**src/rtl/btb_update_queue_pkg.sv**
```systemverilog
// ---------------------------------------------------------------------------
// btb_update_queue_pkg
//
// Shared definitions for the BTB update queue.
//   XLEN               : width of PCs and branch targets
//   btb_update_entry_t : one queued BTB write (valid flag, source PC, target)
// ---------------------------------------------------------------------------
package btb_update_queue_pkg;

   localparam int XLEN = 32;

   // One pending BTB write. The source PC is the key used for coalescing.
   typedef struct packed {
      logic            valid;
      logic [XLEN-1:0] source_pc;
      logic [XLEN-1:0] dest_pc;
   } btb_update_entry_t;

endpackage

```
**src/rtl/btb_update_queue.sv**
```systemverilog
// ---------------------------------------------------------------------------
// btb_update_queue
//
// Buffers resolved taken branches whose BTB entry is missing or holds the
// wrong target, and drains them one per granted cycle into the BTB's single
// write port. Execute never stalls: updates arriving while the queue is full
// are dropped and counted. A new update for a PC already waiting in the queue
// overwrites that entry's target in place.
//
// Ports:
//   clock, reset          : clock and synchronous active-high reset
//   resolve_*             : resolved branch from execute/complete
//   write_ready           : BTB write port granted this cycle
//   write_enable          : head entry is valid and presented to the BTB
//   write_source_pc/_dest : head entry contents, zero when the queue is empty
//   occupancy             : number of valid entries
//   drop_count            : saturating count of dropped updates
// ---------------------------------------------------------------------------
module btb_update_queue
   import btb_update_queue_pkg::*;
#(
   parameter int DEPTH      = 4,
   parameter int DROP_CNT_W = 8
) (
   input  logic                     clock,
   input  logic                     reset,
   input  logic                     resolve_valid,
   input  logic [XLEN-1:0]          resolve_pc,
   input  logic                     resolve_taken,
   input  logic [XLEN-1:0]          resolve_target,
   input  logic                     resolve_pred_hit,
   input  logic [XLEN-1:0]          resolve_pred_target,
   input  logic                     write_ready,
   output logic                     write_enable,
   output logic [XLEN-1:0]          write_source_pc,
   output logic [XLEN-1:0]          write_dest_pc,
   output logic [$clog2(DEPTH):0]   occupancy,
   output logic [DROP_CNT_W-1:0]    drop_count
);

   localparam int PTR_W = $clog2(DEPTH);
   localparam int OCC_W = PTR_W + 1;

   btb_update_entry_t      entries [DEPTH];
   logic [PTR_W-1:0]       head;
   logic [PTR_W-1:0]       tail;

   logic                   candidate;
   logic                   dequeue;
   logic [DEPTH-1:0]       match;
   logic [PTR_W-1:0]       match_idx;
   logic                   coalesce;
   logic                   enqueue;
   logic                   drop;
   logic                   full;

   // Outputs come straight from the head register and the occupancy count,
   // so nothing on the resolve or grant side reaches them combinationally.
   assign write_enable    = (occupancy != '0);
   assign write_source_pc = write_enable ? entries[head].source_pc : '0;
   assign write_dest_pc   = write_enable ? entries[head].dest_pc   : '0;

   // Only taken branches that missed in the BTB or hit with a stale target
   // need a BTB write.
   assign candidate = resolve_valid & resolve_taken &
                      ~(resolve_pred_hit & (resolve_pred_target == resolve_target));

   assign dequeue = write_enable & write_ready;
   assign full    = (occupancy == OCC_W'(DEPTH));

   // Look for a surviving entry with the same source PC. The head is excluded
   // while it is being written out, so the BTB still sees the old target
   // followed by the new one instead of the update being lost.
   always_comb begin
      match     = '0;
      match_idx = '0;
      for (int i = 0; i < DEPTH; i++) begin
         if (entries[i].valid && (entries[i].source_pc == resolve_pc) &&
             !(dequeue && (head == PTR_W'(i)))) begin
            match[i]  = 1'b1;
            match_idx = PTR_W'(i);
         end
      end
   end

   assign coalesce = candidate & (|match);
   assign enqueue  = candidate & ~coalesce & (~full | dequeue);
   assign drop     = candidate & ~coalesce & full & ~dequeue;

   // Queue storage and pointers. The dequeue invalidation is written before
   // the enqueue so that a full queue reusing the freed head slot in the same
   // cycle ends up with the new entry valid.
   always_ff @(posedge clock) begin
      if (reset) begin
         head      <= '0;
         tail      <= '0;
         occupancy <= '0;
         for (int i = 0; i < DEPTH; i++) begin
            entries[i] <= '0;
         end
      end else begin
         if (dequeue) begin
            entries[head].valid <= 1'b0;
            head                <= head + PTR_W'(1);
         end
         if (coalesce) begin
            entries[match_idx].dest_pc <= resolve_target;
         end
         if (enqueue) begin
            entries[tail] <= '{valid: 1'b1, source_pc: resolve_pc, dest_pc: resolve_target};
            tail          <= tail + PTR_W'(1);
         end
         case ({enqueue, dequeue})
            2'b10:   occupancy <= occupancy + OCC_W'(1);
            2'b01:   occupancy <= occupancy - OCC_W'(1);
            default: occupancy <= occupancy;
         endcase
      end
   end

   // Dropped-update counter, saturating so a long burst never wraps to a
   // misleadingly small value.
   always_ff @(posedge clock) begin
      if (reset) begin
         drop_count <= '0;
      end else if (drop && (drop_count != '1)) begin
         drop_count <= drop_count + DROP_CNT_W'(1);
      end
   end

endmodule

```
**config.mk**
```make
export PLATFORM = sky130hd
export DESIGN_NAME = btb_update_queue
export DESIGN_NICKNAME = d
export VERILOG_FILES = /design/src/rtl/btb_update_queue_pkg.sv /design/src/rtl/btb_update_queue.sv
export SDC_FILE = /design/constraint.sdc
export NUM_CORES = 1
export LEC_CHECK = 0
export CAP_MARGIN = 10
export CORE_MARGIN = 2
export CORE_UTILIZATION = 50
export DETAILED_ROUTE_END_ITERATION = 16
export PLACE_DENSITY = 0.7
export SLEW_MARGIN = 20
export SYNTH_ARGS = -nofsm -noshare
export SYNTH_HDL_FRONTEND = slang
export SYNTH_SLANG_ARGS = --single-unit
```
**constraint.sdc**
```tcl
create_clock -name clock -period 9.6 [get_ports clock]
set_clock_uncertainty 0.2 [all_clocks]
set_input_delay 2.4 -clock clock [delete_from_list [all_inputs] [get_ports clock]]
set_output_delay 2.4 -clock clock [all_outputs]
set_load 0.02 [all_outputs]
```
==> impl_metrics.py, run 1 <==
metrics = {
    "yosys": {
        "synth.yosys.seq_area_share_pct": 53.8,
        "avgSynthCellArea_um2": 13.3,
        "ys_types": 56,
        "synth-seq-cells": 277,
        "syn_inst": 1135,
        "yosys_warnings": 0,
        "synth.net_count": 1243,
        "synth_area_um2": 15100,
    },
    "cts": {
        "clockBufferDepth": 3,
        "cts_made_buffers": 30,
        "cts_tree": "yes",
        "path_clk_slew_ps": 60,
        "cts_resized": 0,
        "clock_latency_ps": 560,
        "cts_hold_buf": 0,
        "cts.sink_count": 277,
        "cts_root_buf": "clkbuf_16",
        "cts_setup_buffers": 0,
        "cts_htree_levels": 1,
    },
    "worst_setup_path": {
        "cp_slowest_cell": "or2_2",
        "critical_path_arrival_ps": 6720,
        "path_cells": "clkdlybuf4s50_1 -> xor2_1 -> nor4_1 -> nand4_1 -> nor4b_1 -> o2111a_2 -> or2_2",
        "critPathMaxStageDelay_ps": 860,
        "reg2reg_slack_ps": 4870,
        "r2r-start": "occupancy[2]$_SDFFE_PP0P_",
        "worstPathRequired_ps": 9570,
        "worstSetupPathType": "in2reg",
        "worst_r2r_endpoint": "entries[3][29]$_SDFFCE_PN0P_",
        "ff2ff_path_depth": 9,
        "crit_fanout": 35,
        "end_kind": "register",
        "start_kind": "primary input",
    },
    "place": {
        "place_congestion": 0.819,
        "preCtsSetupSlack_ps": 2360,
        "dpl.cell_count": 1618,
        "hpwl_um": 25000,
        "portBuffers": 177,
    },
    "min_path": {
        "worstHoldStart": "drop_count[5]$_SDFFE_PP0P_",
        "hold_depth": 2,
        "min_path_type": "reg2reg",
        "hold_end": "drop_count[5]$_SDFFE_PP0P_",
    },
    "grt": {
        "grt_pass1_vias": 9566,
        "gr-total-overflow": 0,
        "grt_max_degree": 67,
        "grt_pass1_wl_um": 57500,
        "grt_use_total_pct": 24.3,
        "grt_antenna_before_repair": 2,
    },
    "timing": {
        "hold_viol": 0,
        "max_freq_mhz": 148,
        "period_needed_ps": 6750,
        "rsz0062_at_grt": "no",
        "fin_ws_ps": 2850,
        "fin_setup_tns_ps": 0,
        "min_period_over_period_pct": 70.3,
        "finalMaxSlewViolations": 0,
        "relSlewSlack_pct": 29.8,
        "tightest_slew_ps": 1050,
        "setup_viol": 0,
    },
    "die": {
        "io_pins": 178,
        "start_util_pct": 51.0,
        "die_w_um": 178,
        "die_y_um": 178,
        "die_area_um2": 31700,
        "rows": 63,
        "coreArea_um2": 29700,
    },
    "flow_run": {
        "drv_cap": 0,
    },
    "routing": {
        "routedWlPerCell_um": 22.9,
        "antenna_left": 0,
        "drtIter0Drc": 752,
        "drc": 0,
        "viasPerCell": 5.71,
        "finalWirelength_um": 38300,
        "dr_total_vias": 9564,
        "dr.pass1.iters": 5,
    },
    "layout": {
        "fillers": 2313,
        "seq_area_um2": 8150,
        "instances_no_fill": 1675,
        "layout_commonest_cell": "edfxtp_1",
        "drive_gt1_share_pct": 18.9,
        "nNetsFinal": 1368,
        "area_growth_pct": 19.2,
        "multi_input_area_um2": 6410,
        "layout_common_cells": "260 x edfxtp_1, 192 x and2_1, 177 x clkdlybuf4s50_1",
        "fin_util_pct": 60.8,
    },
    "pwr": {
        "power_leakage_nw": 6.37,
        "max-vdd-ir-drop_mv": 0.145,
        "power_density_nw_per_um2": 195,
    },
    "status": {
        "status": "finished, final reports clean",
    },
}
worst max path at each step:
| stage | startpoint | endpoint | depth (start not counted) |
|---|---|---|---|
| after global routing | resolve_pc[23] | entries[3][22]$_SDFFCE_PN0P_ | 10 |
| after detailed placement | resolve_pc[23] | entries[3][27]$_SDFFCE_PN0P_ | 10 |
| after global placement | resolve_pc[23] | entries[3][31]$_SDFFCE_PN0P_ | 10 |
| final | resolve_pc[23] | entries[0][38]$_SDFFCE_PN0P_ | 7 |
| after CTS | resolve_pc[23] | entries[3][29]$_SDFFCE_PN0P_ | 10 |
| after floorplan | resolve_pc[11] | entries[2][0]$_SDFFCE_PN0P_ | 10 |
stage by stage:
stage          hold slack [ps]  total power, mW  area (um2)
2_1_floorplan              308             2.01       15100
3_3_place_gp               297             2.41       17100
3_5_place_dp               293             2.41       17100
4_1_cts                    304             3.55       18100
5_1_grt                    326             3.64       18100
6_report                   303             3.52       18100
sequential cells by signal, indices dropped and copies added (netlist names), named ones only:
name        flops
drop_count      8
tail            2
entries       260
occupancy       3
head            2
power by group:
part           leakage [nW]  internal [mW]  total (mW)  switching [mW]
combinational          3.06          0.432       0.921           0.489
clock                 0.479          0.674        1.14           0.467
sequential             2.83           1.39        1.46          0.0723
total                  6.37           2.49        3.52            1.03
cell usage after synthesis, drive strengths merged:
| cell type | n | area [um2] |
|---|---|---|
| or3 | 9 | 61.3 |
| a31oi | 2 | 12.5 |
| and4 | 1 | 11.3 |
| or4 | 1 | 11.3 |
| dfxtp | 17 | 340 |
| o21ai | 12 | 63.8 |
| fa | 1 | 20.0 |
| o221ai | 1 | 8.76 |
| a211oi | 1 | 7.51 |
| nor4 | 29 | 181 |
| or4b | 1 | 10.0 |
| mux4 | 64 | 1440 |
| clkbuf | 58 | 218 |
| nand3b | 2 | 31.3 |
| a21oi | 10 | 50.1 |
| inv | 40 | 150 |
| nand2b | 1 | 6.26 |
| o2111a | 1 | 12.5 |
| mux2i | 1 | 10.0 |
| xnor2 | 62 | 543 |
| buf | 41 | 310 |
| nor2b | 2 | 12.5 |
| xor2 | 101 | 885 |
| nor3 | 133 | 1130 |
| nand3 | 14 | 82.6 |
| and2 | 194 | 1220 |
| o31a | 1 | 8.76 |
| or2 | 3 | 18.8 |
| ha | 5 | 62.6 |
| edfxtp | 260 | 7810 |
| a211o | 2 | 17.5 |
| nand4 | 19 | 119 |
| a21boi | 1 | 7.51 |
| nand2 | 12 | 45.0 |
| o21a | 2 | 15.0 |
| nor4b | 2 | 17.5 |
| nand4b | 2 | 38.8 |
| and3 | 5 | 31.3 |
| a2111oi | 3 | 32.5 |
| mux2 | 3 | 33.8 |
| o21bai | 1 | 7.51 |
| nor2 | 15 | 58.8 |
area by class of cell:
cell class	instances	share of cell area (%)
Sequential cell	277	45.1
Multi-Input combinational cell	719	35.5
Timing Repair Buffer	192	10.5
Clock buffer	32	4.20
Tap cell	390	2.70
Clock inverter	24	1.19
Inverter	40	0.831
Antenna cell	1	0.0139
critical path, delay by kind of cell:
kind | cells | cell delay [ps]
buf+inv | 1 | 660
xor+xnor | 1 | 150
simple gates | 4 | 2630
compound gates | 1 | 840
layer usage:
layer  vias to the layer above  GRT usage, %  wire length [um]
li1                       4364             -                 -
met3                        50          3.56              2490
met2                       336          38.9             18500
met1                      4810          35.5             16800
met5                         -             0                27
met4                         4          4.71               548
kinds of logic (layout without fill, tap and decap cells):
kind of cell	count (synthesis)	after routing	share of synthesized area (%)
simple gates	445	445	20.3
flops	277	277	53.8
xor+xnor	163	163	9.43
buf+inv	139	288	4.48
mux	68	68	9.81
compound gates	37	37	1.61
fa+ha+maj	6	6	0.545
other cells	0	1	0
No activity file was read; power rests on OpenSTA's default activity.
==> run 2, diff against run 1 <==
Settings changed: PLACE_DENSITY 0.7 to 0.72.
Clock period 9.6 ns to 6.2 ns, I/O delays scaled along.
==> impl_metrics.py, run 2 (synthesis results as in run 1) <==
metrics = {
    "status": {
        "status": "finished, final reports clean",
    },
    "place": {
        "portBuffers": 177,
        "placed_area_um2": 17200,
        "preCtsSetupSlack_ps": 614,
        "hpwl_um": 25100,
        "place_congestion": 0.845,
    },
    "pwr": {
        "p_switching_mw": 1.59,
        "power_leakage_nw": 6.46,
        "max-vdd-ir-drop_mv": 0.223,
        "combPwrFrac_pct": 26.4,
        "p_sw_share_pct": 29.0,
        "cellInternalPower_mw": 3.89,
        "power_density_nw_per_um2": 301,
        "p_seq_share_pct": 41.0,
        "power.share.clock_pct": 32.6,
    },
    "grt": {
        "grt_antenna_before_repair": 3,
        "grt_pass1_wl_um": 57900,
        "grt_max_degree": 65,
        "grt_use_total_pct": 24.3,
        "grt_pass1_vias": 9588,
        "gr-total-overflow": 0,
    },
    "layout": {
        "area_growth_pct": 20.3,
        "final_area_um2": 18200,
        "largest_reg_flops": 260,
        "fillers": 2317,
        "layout_common_cells": "260 x edfxtp_1, 192 x and2_1, 177 x clkdlybuf4s50_1",
        "drive_gt1_share_pct": 19.9,
        "nNetsFinal": 1377,
        "top_register": "entries",
        "multi_input_area_um2": 6410,
        "seq_area_um2": 8150,
        "layout_commonest_cell": "edfxtp_1",
        "reg.largest.list": "entries (260), drop_count (8), occupancy (3)",
    },
    "worst_setup_path": {
        "cp_common_cell": "nor4_1",
        "path_cells": "clkdlybuf4s50_1 -> xor2_1 -> nor4_1 -> nand3_1 -> or4_4 -> and2_4 -> nand3b_2 -> nand2_1 -> fa_1 -> nor4_1 -> a31oi_1 -> mux2_1",
        "end_kind": "register",
        "critical_path_arrival_ps": 5390,
        "worstSetupPathType": "in2reg",
        "worstPathRequired_ps": 6440,
        "crit_fanout": 8,
        "critPathMaxStageDelay_ps": 720,
        "start_kind": "primary input",
        "cp_slowest_cell": "nor4_1",
    },
    "cts": {
        "cts_setup_buffers": 0,
        "cts_made_buffers": 30,
        "cts_htree_levels": 1,
        "cts_hold_buf": 0,
        "cts.sink_count": 277,
        "clockBufferDepth": 3,
        "cts_root_buf": "clkbuf_16",
        "cts_resized": 0,
        "clock_latency_ps": 560,
        "path_clk_slew_ps": 70,
        "cts_tree": "yes",
    },
    "routing": {
        "drtIter0Drc": 919,
        "dr.pass1.iters": 5,
        "routedWlPerCell_um": 22.6,
        "antenna_left": 0,
        "finalWirelength_um": 38000,
        "drc": 0,
        "dr_total_vias": 9663,
        "viasPerCell": 5.74,
    },
    "die": {
        "die_w_um": 178,
        "start_util_pct": 51.0,
        "die_y_um": 178,
        "io_pins": 178,
        "coreArea_um2": 29700,
        "die_area_um2": 31700,
        "rows": 63,
    },
    "timing": {
        "max_freq_mhz": 194,
        "holdWs_ps": 308,
        "setup_viol": 0,
        "fin_ws_ps": 1050,
        "finalMaxSlewViolations": 0,
        "rsz0062_at_grt": "no",
        "tightest_slew_ps": 1130,
        "relSlewSlack_pct": 24.6,
        "min_period_over_period_pct": 83.0,
        "period_needed_ps": 5150,
        "hold_viol": 0,
    },
    "min_path": {
        "min_path_type": "reg2reg",
    },
    "flow_run": {
        "drv_cap": 0,
    },
}
run 2: changes by cell type in the layout (fill, tap and decap cells not counted), sizes merged:
cell    previous run  this run
clkinv            20        10
buf               15        24
clkbuf            32        40
bufinv             4         2
diode              1         2
inv               40        41
run 2: area by class of cell:
type | count | area share, %
Tap cell | 390 | 2.68
Clock buffer | 40 | 4.79
Multi-Input combinational cell | 719 | 35.2
Sequential cell | 277 | 44.7
Inverter | 40 | 0.824
Antenna cell | 2 | 0.0275
Clock inverter | 13 | 0.639
Timing Repair Buffer | 201 | 11.1
run 2: final timing paths:
path	startpoint	end	slack [ps]	cells after the start
worst max-delay path	resolve_pc[21]	occupancy[2]$_SDFFE_PP0P_	1050	12
worst min-delay path	drop_count[5]$_SDFFE_PP0P_	drop_count[5]$_SDFFE_PP0P_	310	2
worst max register to register	entries[2][42]$_SDFFCE_PN0P_	occupancy[2]$_SDFFE_PP0P_	2250	11
worst min register to register	drop_count[5]$_SDFFE_PP0P_	drop_count[5]$_SDFFE_PP0P_	310	2
run 2: critical path: cells and delay by family:
| kind | cells | cell delay (ps) |
|---|---|---|
| AOI/OAI and AO/OA | 1 | 80 |
| xor gates and xnor gates | 1 | 220 |
| adders and majority gates | 1 | 390 |
| buffers and inverters | 1 | 580 |
| muxes | 1 | 310 |
| and+or+nand+nor | 7 | 2240 |
run 2: power by group through the flow:
stage          Clock (mW)  Sequential, mW  Combinational [mW]
2_1_floorplan           0            2.23               0.881
6_report             1.79            2.25                1.45
3_3_place_gp            0            2.29                1.45
3_5_place_dp            0            2.29                1.45
5_1_grt              1.87            2.27                1.54
4_1_cts              1.80            2.25                1.46
run 2: per-layer routing:
metal	wire length (um)	vias to the layer above	track usage, %
li1	-	4373	-
met5	11	-	0
met4	892	2	6.45
met1	16100	4836	34.7
met3	2990	54	4.18
met2	18000	398	38.9
run 2: through the flow:
stage / total power, mW / TNS [ps] / util [%] / instances
floorplan: 3.11 / -11040 / - / 1135
global placement: 3.73 / 0 / 58.0 / 1627
detailed placement: 3.74 / 0 / 58.0 / 1627
CTS: 5.52 / 0 / 61.3 / 1680
global route: 5.68 / 0 / 61.3 / 1681
finish: 5.48 / 0 / 61.3 / 1682
